`config.mk`:
```
export PLATFORM = sky130hd
export DESIGN_NAME = registro_carga_sync
export DESIGN_NICKNAME = d
export VERILOG_FILES = /design/src/rtl/registro_carga_sync.sv
export SDC_FILE = /design/constraint.sdc
export NUM_CORES = 1
export LEC_CHECK = 0
export ABC_AREA = 1
export CAP_MARGIN = 20
export CORE_UTILIZATION = 25
export CTS_CLUSTER_DIAMETER = 80
export DETAILED_ROUTE_END_ITERATION = 8
export HOLD_SLACK_MARGIN = 0.15
export RECOVER_POWER = 50
export SLEW_MARGIN = 20
export SYNTH_ARGS = -nofsm -noshare
export SYNTH_HDL_FRONTEND = slang
export SYNTH_SLANG_ARGS = --single-unit
```
`constraint.sdc`:
```
create_clock -name clk -period 2.7 [get_ports clk]
set_clock_uncertainty 0.1 [all_clocks]
set_input_delay 0.405 -clock clk [delete_from_list [all_inputs] [get_ports clk]]
set_output_delay 0.405 -clock clk [all_outputs]
set_load 0.005 [all_outputs]
```
`src/rtl/registro_carga_sync.sv`:
```
// Input-capture holding register with a valid/ready handshake and sticky overrun,
// plus per-button synchronisers that emit one-cycle rising-edge pulses.
module registro_carga_sync #(
  parameter int unsigned N           = 4,
  parameter int unsigned MODE_W      = 2,
  parameter int unsigned BTN_W       = 2,
  parameter int unsigned SYNC_STAGES = 2
) (
  input  logic              clk,
  input  logic              rst,
  input  logic [N-1:0]      Z_in,
  input  logic [N-1:0]      Y_in,
  input  logic [MODE_W-1:0] mode_in,
  input  logic              cap_en,
  input  logic [BTN_W-1:0]  btn_in,
  input  logic              ready_in,
  output logic [N-1:0]      Z_m,
  output logic [N-1:0]      Y_m,
  output logic [MODE_W-1:0] mode_m,
  output logic              valid_m,
  output logic [BTN_W-1:0]  btn_change_m,
  output logic              overrun
);

  if (SYNC_STAGES < 2 || SYNC_STAGES > 4) begin : g_bad_sync
    $error("SYNC_STAGES must be in 2..4");
  end

  typedef enum logic {
    IDLE = 1'b0,
    FULL = 1'b1
  } state_e;

  state_e              state_q, state_d;
  logic                load_c;
  logic                drop_c;
  logic [N-1:0]        z_q;
  logic [N-1:0]        y_q;
  logic [MODE_W-1:0]   mode_q;
  logic                overrun_q;

  logic [SYNC_STAGES-1:0][BTN_W-1:0] sync_q;
  logic [BTN_W-1:0]                  hist_q;
  logic [BTN_W-1:0]                  pulse_q;

  // Handshake next-state: decide whether to load, release, or drop a capture.
  always_comb begin
    state_d = state_q;
    load_c  = 1'b0;
    drop_c  = 1'b0;
    case (state_q)
      IDLE: begin
        if (cap_en) begin
          load_c  = 1'b1;
          state_d = FULL;
        end
      end
      FULL: begin
        if (ready_in) begin
          if (cap_en) begin
            load_c = 1'b1;
          end else begin
            state_d = IDLE;
          end
        end else if (cap_en) begin
          drop_c = 1'b1;
        end
      end
      default: state_d = IDLE;
    endcase
  end

  // Holding register; data is kept after a transfer, only reset clears it.
  always_ff @(posedge clk) begin
    if (!rst) begin
      state_q   <= IDLE;
      z_q       <= '0;
      y_q       <= '0;
      mode_q    <= '0;
      overrun_q <= 1'b0;
    end else begin
      state_q <= state_d;
      if (load_c) begin
        z_q    <= Z_in;
        y_q    <= Y_in;
        mode_q <= mode_in;
      end
      if (drop_c) begin
        overrun_q <= 1'b1;
      end
    end
  end

  // Button synchronisers; stage 0 is the flop nearest the pad.
  always_ff @(posedge clk) begin
    if (!rst) begin
      sync_q  <= '0;
      hist_q  <= '0;
      pulse_q <= '0;
    end else begin
      sync_q  <= {sync_q[SYNC_STAGES-2:0], btn_in};
      hist_q  <= sync_q[SYNC_STAGES-1];
      pulse_q <= sync_q[SYNC_STAGES-1] & ~hist_q;
    end
  end

  assign Z_m          = z_q;
  assign Y_m          = y_q;
  assign mode_m       = mode_q;
  assign valid_m      = (state_q == FULL);
  assign btn_change_m = pulse_q;
  assign overrun      = overrun_q;

endmodule

```
==> results of run 1 <==
-- sequential cells by signal, summed over array words and instances, names as in the netlist --
signal,count
hist_q,2
Y_m,4
overrun,1
sync_q,4
valid_m,1
btn_change_m,2
mode_m,2
Z_m,4
-- how the worst max path moves through the flow --
stage	depth (start not counted)	endpoint	slack (ns)	startpoint
detailed placement	4	Z_m[0]$_SDFFE_PN0P_	0.83	cap_en
CTS	1	valid_m	1.01	valid_m$_SDFF_PN0_
floorplan	5	Y_m[0]$_SDFFE_PN0P_	1.64	ready_in
global route	1	valid_m	0.97	valid_m$_SDFF_PN0_
finish	1	valid_m	1.03	valid_m$_SDFF_PN0_
global placement	4	Y_m[0]$_SDFFE_PN0P_	0.91	cap_en
-- synth_stat cells --
cell / count
sky130_fd_sc_hd__nand3_1: 11
sky130_fd_sc_hd__nor2_1: 12
sky130_fd_sc_hd__dfxtp_1: 20
sky130_fd_sc_hd__buf_4: 4
sky130_fd_sc_hd__buf_2: 1
sky130_fd_sc_hd__buf_6: 1
sky130_fd_sc_hd__inv_1: 20
sky130_fd_sc_hd__a21oi_1: 12
sky130_fd_sc_hd__nand2_1: 16
sky130_fd_sc_hd__nand2_2: 1
-- power by group through the flow --
stage          Sequential (W)  Clock (W)  Combinational [W]
2_1_floorplan        0.000328          0          0.0000411
6_report             0.000321   0.000165          0.0000904
5_1_grt              0.000323   0.000184           0.000101
3_5_place_dp         0.000328          0          0.0000921
3_3_place_gp         0.000327          0          0.0000900
4_1_cts              0.000321   0.000173          0.0000922
-- per-stage QoR --
stage | hold WS [ns] | instances
after global routing | 0.306 | 156
final | 0.288 | 156
after global placement | 0.273 | 152
after detailed placement | 0.276 | 152
after floorplan | 0.268 | 98
after CTS | 0.292 | 156
-- kinds of logic after synthesis --
group / Yosys count / synth area share (%)
compound gates: 12 / 8.03
buf+inv: 26 / 16.2
simple gates: 40 / 22.2
flops: 20 / 53.5
-- final cells by class --
class	instances	area, sq um
clock buffers	4	36.3
fillers	304	1740
multi-input cells	52	226
inverters	20	75.1
repair buffers	29	290
well taps	31	38.8
flip-flops and latches	20	400
-- metal layers --
metal  global-route usage (%)  routed length [um]  up-vias  share of wire [%]
li1                         -                   -      346                  -
met1                     11.4                 645      271                 45
met2                     15.1                 691       21                 48
met3                     2.30                  71        2                5.0
met4                     7.50                  20        0                1.4
met5                        0                   0        -                  0
-- cells in the final DEF (no fill, tap or decap) --
| cell type | netlist | routed |
|---|---|---|
| sky130_fd_sc_hd__a21oi_1 | 12 | 12 |
| sky130_fd_sc_hd__clkbuf_4 | 0 | 3 |
| sky130_fd_sc_hd__clkbuf_8 | 0 | 1 |
| sky130_fd_sc_hd__clkdlybuf4s50_1 | 0 | 27 |
| sky130_fd_sc_hd__dfxtp_1 | 20 | 20 |
| sky130_fd_sc_hd__dlygate4sd3_1 | 0 | 2 |
| sky130_fd_sc_hd__inv_1 | 20 | 20 |
| sky130_fd_sc_hd__nand2_1 | 16 | 16 |
| sky130_fd_sc_hd__nand2_2 | 1 | 1 |
| sky130_fd_sc_hd__nand3_1 | 11 | 11 |
| sky130_fd_sc_hd__nor2_1 | 12 | 12 |
==> results by group, run 1 <==
Setup path
  – End of the worst register-to-register path: Y_m[0]$_SDFFE_PN0P_
  – Data arrival time of the critical path: 1.17 ns
  – Critical Path RT: approximately 2.2 ns
  – Slowest cell on crit path: sky130_fd_sc_hd__clkdlybuf4s50_1
  – Crit. End Element: primary output
  – Max Fanout on Critical Path: 3
  – Startpoint of the lowest-slack register-to-register path: valid_m$_SDFF_PN0_
  – Startpoint class of the critical path: register
  – Reg-to-reg slack, setup: approximately 1.6 ns
  – Worst R2R Path Depth: 4
  – Cell family with the largest share of critical-path delay: buffers and inverters
  – Largest stage delay on the critical path: 0.51 ns
  – Worst-path cell chain: clkdlybuf4s50_1
  – Critical path class: register to primary output
  – Crit path buf inv count: 1

Layout
  – Finished Core Util: between 30% and 40%
  – NumNets Final: roughly 140
  – Antenna diodes: 0
  – Layout overhead on the synthesized area: 42.6%
  – Share of post-route cells with drive strength above 1: around 4%
  – Final design area excluding fillers: 1070 sq um

Die
  – Die footprint: roughly 3200 sq um
  – Vertical die dimension: 56.7 um
  – Placeable core area: 2810 sq um
  – Number of I/O pins: 30
  – Floorplan die width: 56.7 um
  – # rows: 19
  – Effective utilization at floorplan: a little over a quarter

Placement
  – Total half-perimeter wirelength after legalization and detailed placement: 1.04 mm
  – Routability congestion estimate: roughly 0.71
  – Number of buffers inserted by port buffering: 29
  – Cell area reported after detailed placement: between 1000 and 1500 sq um
  – Worst slack after detailed placement: roughly 0.83 ns

Yosys
  – Proportion of netlist area held by the largest area contributor: between 50% and 60%
  – Total of flip-flops plus latches after synthesis: 20
  – Count of mapped cells out of synthesis: 98
  – Cell area after synthesis: between 700 and 800 sq um
  – Fraction of the yosys area taken by sequential cells: a little over half
  – Synth top area cells: sky130_fd_sc_hd__dfxtp_1, sky130_fd_sc_hd__inv_1, sky130_fd_sc_hd__a21oi_1
  – Syn nets: 114
  – Cell accounting for the most synthesized area: sky130_fd_sc_hd__dfxtp_1
  – Mapped Avg Cell Area: roughly 7.6 sq um
  – Number of unique standard cell types used by synthesis: 10
  – Yosys Warn Count: 0

Clock tree
  – H-tree depth: 1
  – Worst skew pair latency: 0.29 ns
  – Clock-pin slew on the worst setup and hold paths: 0.10 ns
  – Deepest clock path buffer count: 2
  – Clock root buffer master: sky130_fd_sc_hd__clkbuf_4
  – Number of setup buffers added after CTS: 0
  – Clock tree from TritonCTS: yes
  – TritonCTS Buffers: 3
  – Number of instances resized during post-cts repair: 0
  – Clock tree sinks: 20
  – Hold_buf cts: 0

Timing
  – Highest clock frequency the design can meet: approximately 600 MHz
  – Setup slack of the critical path after layout: a little over 1 ns
  – Normalized max-slew margin: about half
  – Period utilization: 62.0%
  – Count of final setup violators: 0
  – Tmin final: ~1.7 ns
  – Max-slew violations: 0
  – Unrepaired setup endpoints after global routing: false
  – Accumulated negative setup slack: 0 ns
  – Final-report hold violation count: 0
  – Worst-Margin Slew: around 0.72 ns

Route
  – Number of DRC violations after detailed-routing iteration 0: 16
  – Total DRC errors in the routed layout: 4
  – Number of detailed-route iterations in the first pass: 8
  – Count of nets left with antenna violations after detail routing: 0
  – Post-DR wirelength/cell: 9.15 um
  – Total number of vias: 640
  – Wirelength, routed: about 1.4 mm
  – Avg Vias per Cell: 4.10

Power and ir drop
  – PD cells: approximately 540 nW/um^2
  – Total power of the final layout: ~0.00058 W
  – Switching Fraction: between 20% and 30%
  – Clock group share of total power: around 29%
  – Power share of the sequential group: approximately 56%
  – Share of total power in combinational logic: between 10% and 20%
  – Leakage power of the design: about 0.53 nW
  – Net switching power: around 0.00013 W
  – Internal Dissipation: between 0.0004 and 0.0005 W
  – Worst IR Drop VDD: around 0.14 mV

Outcome
  – Outcome: finished, violations left
  – Failing checks: DRC

Hold path
  – Sink of the worst hold path: btn_change_m[1]$_SDFF_PN0_
  – Start point of the worst min-delay path: hist_q[1]$_SDFF_PN0_
  – Hold-critical path depth: 1
  – Worst min path class: register to register

GRT
  – Number of global-route vias before repair: about 590
  – Global Route Usage Sum: 9.72%
  – Wire length of the first global-routing pass: 2.43 mm
  – Gr ovfl total: 0
  – Pin count of the biggest net entering global routing: 23
  – Initial antenna violation count: 0

Flow run
  – Max-capacitance violation count: 0
(Power assumes the default switching activity.)
==> inputs of run 2 (changes only) <==
==> constraint.sdc (replaced) <==
create_clock -name clk -period 1.6 [get_ports clk]
set_clock_uncertainty 0.1 [all_clocks]
set_input_delay 0.24 -clock clk [delete_from_list [all_inputs] [get_ports clk]]
set_output_delay 0.24 -clock clk [all_outputs]
set_load 0.005 [all_outputs]
==> results by group, run 2 (same netlist as run 1, synthesis figures left out) <==
Outcome
  – Outcome: finished, violations left
  – Failing checks: DRC

Power and ir drop
  – Worst IR Drop VDD: ~0.25 mV
  – Clock group share of total power: a little under 30%
  – Power share of the sequential group: a little over half
  – Leakage power of the design: roughly 0.54 nW
  – Internal Dissipation: around 0.00076 W
  – Share of total power in combinational logic: between 10% and 20%
  – Switching Fraction: a little under a quarter
  – PD cells: about 910 nW/um^2
  – Net switching power: around 0.00022 W

Timing
  – Max-slew violations: 0
  – Accumulated negative setup slack: 0 ns
  – Count of final setup violators: 0
  – Period utilization: 94.8%
  – Unrepaired setup endpoints after global routing: false
  – Normalized max-slew margin: between 50% and 60%
  – Highest clock frequency the design can meet: roughly 660 MHz
  – Worst-Margin Slew: about 0.72 ns
  – Final-report hold violation count: 0
  – Tmin final: between 1.5 and 2 ns

Setup path
  – End point of the critical path: valid_m
  – Cell family with the largest share of critical-path delay: buffers and inverters
  – Crit. End Element: primary output
  – Worst-path cell chain: clkdlybuf4s50_1
  – Critical Path RT: around 1.3 ns
  – Largest stage delay on the critical path: between 0.5 and 0.6 ns
  – Reg-to-reg slack, setup: 0.48 ns
  – Critical path class: register to primary output
  – Startpoint of the lowest-slack register-to-register path: valid_m$_SDFF_PN0_
  – Worst R2R Path Depth: 3
  – Startpoint class of the critical path: register
  – Slowest cell on crit path: sky130_fd_sc_hd__clkdlybuf4s50_1
  – End of the worst register-to-register path: Y_m[0]$_SDFFE_PN0P_
  – Crit path buf inv count: 1
  – Max Fanout on Critical Path: 3
  – Crit path from: valid_m$_SDFF_PN0_
  – Count of cell instances traversed by the critical path: 1
  – Data arrival time of the critical path: between 1 and 1.5 ns

Die
  – Number of I/O pins: 30
  – Placeable core area: roughly 2800 sq um
  – Effective utilization at floorplan: between 20% and 30%
  – Die footprint: ~3200 sq um
  – Floorplan die width: 56.7 um
  – Vertical die dimension: between 50 and 60 um
  – # rows: 19

Layout
  – Antenna diodes: 0
  – Share of post-route cells with drive strength above 1: under 10%
  – Commonest cells after routing, fill and taps aside: sky130_fd_sc_hd__clkdlybuf4s50_1, sky130_fd_sc_hd__dfxtp_1, sky130_fd_sc_hd__inv_1
  – Number of fill cells in the layout: 301
  – NumNets Final: 144
  – Finished Core Util: between 30% and 40%
  – Layout overhead on the synthesized area: 45.8%
  – Leading cell type in the layout, fill and taps excluded: sky130_fd_sc_hd__clkdlybuf4s50_1

Flow run
  – Max-capacitance violation count: 0

GRT
  – Number of global-route vias before repair: around 560
  – Wire length of the first global-routing pass: approximately 2.4 mm
  – Global Route Usage Sum: under 10%
  – Pin count of the biggest net entering global routing: 23
  – Initial antenna violation count: 0
  – Gr ovfl total: 0

Placement
  – Total half-perimeter wirelength after legalization and detailed placement: between 1 and 1.5 mm
  – Number of buffers inserted by port buffering: 29
  – Routability congestion estimate: ~0.67

Route
  – Total DRC errors in the routed layout: 4
  – Number of DRC violations after detailed-routing iteration 0: 25
  – Wirelength, routed: roughly 1.5 mm
  – Total number of vias: 646
  – Avg Vias per Cell: between 4 and 5
  – Number of detailed-route iterations in the first pass: 6
  – Count of nets left with antenna violations after detail routing: 0
  – Post-DR wirelength/cell: ~9.5 um

Clock tree
  – H-tree depth: 1
  – Clock tree from TritonCTS: yes
  – Worst skew pair latency: ~0.29 ns
  – Clock-pin slew on the worst setup and hold paths: 0.11 ns
  – Clock root buffer master: sky130_fd_sc_hd__clkbuf_4
  – Number of instances resized during post-cts repair: 0
  – Deepest clock path buffer count: 2
  – TritonCTS Buffers: 3
  – Hold_buf cts: 0
  – Number of setup buffers added after CTS: 0
  – Clock tree sinks: 20

Hold path
  – Worst min path class: register to register
==> run 2: cell count changes in the layout (fill, tap and decap cells not counted), sizes merged <==
cell,change
dlygate4sd3,-2
clkbuf,+1
buf,+1
clkdlybuf4s50,+2
==> run 2: how the worst min path moves through the flow <==
stage,startpoint,endpoint,slack (ns),cells past startpoint
5_1_grt,hist_q[0]$_SDFF_PN0_,btn_change_m[0]$_SDFF_PN0_,0.32,1
6_report,hist_q[0]$_SDFF_PN0_,btn_change_m[0]$_SDFF_PN0_,0.29,1
3_5_place_dp,hist_q[0]$_SDFF_PN0_,btn_change_m[0]$_SDFF_PN0_,0.28,1
4_1_cts,hist_q[0]$_SDFF_PN0_,btn_change_m[0]$_SDFF_PN0_,0.29,1
3_3_place_gp,hist_q[1]$_SDFF_PN0_,btn_change_m[1]$_SDFF_PN0_,0.27,1
2_1_floorplan,btn_in[0],sync_q[0]$_SDFF_PN0_,0.24,2
==> run 2: layout make-up <==
type / count / area [sq um] / area share (%)
Timing Repair Buffer: 31 / 314 / 28.8
Tap cell: 31 / 38.8 / 3.56
Clock buffer: 4 / 36.3 / 3.33
Multi-Input combinational cell: 52 / 226 / 20.8
Inverter: 20 / 75.1 / 6.88
Sequential cell: 20 / 400 / 36.7
==> run 2: power groups by stage <==
| stage | clock (W) | combinational [W] | sequential (W) |
|---|---|---|---|
| 6_report | 0.000285 | 0.000161 | 0.000541 |
| 5_1_grt | 0.000311 | 0.000180 | 0.000545 |
| 4_1_cts | 0.000292 | 0.000164 | 0.000542 |
| 3_5_place_dp | 0 | 0.000163 | 0.000553 |
| 3_3_place_gp | 0 | 0.000159 | 0.000552 |
| 2_1_floorplan | 0 | 0.0000694 | 0.000554 |
==> run 2: layer usage <==
layer	track usage (%)	vias up	part of all wire, %
met5	0	-	0
met1	11.6	274	44
met3	1.84	2	4.9
met4	4.29	0	0.93
li1	-	350	-
met2	16.0	20	51
==> run 2: through the flow <==
stage | total power [W] | instance area [sq um] | setup WS [ns] | instances | hold WS, ns
after floorplan | 0.000623 | 748 | 0.636 | 98 | 0.238
after global placement | 0.000711 | 1060 | 0.164 | 154 | 0.273
after detailed placement | 0.000716 | 1060 | 0.101 | 154 | 0.277
after CTS | 0.000999 | 1090 | 0.0720 | 158 | 0.293
after global routing | 0.00104 | 1090 | 0.0247 | 158 | 0.319
final | 0.000988 | 1090 | 0.0834 | 158 | 0.288
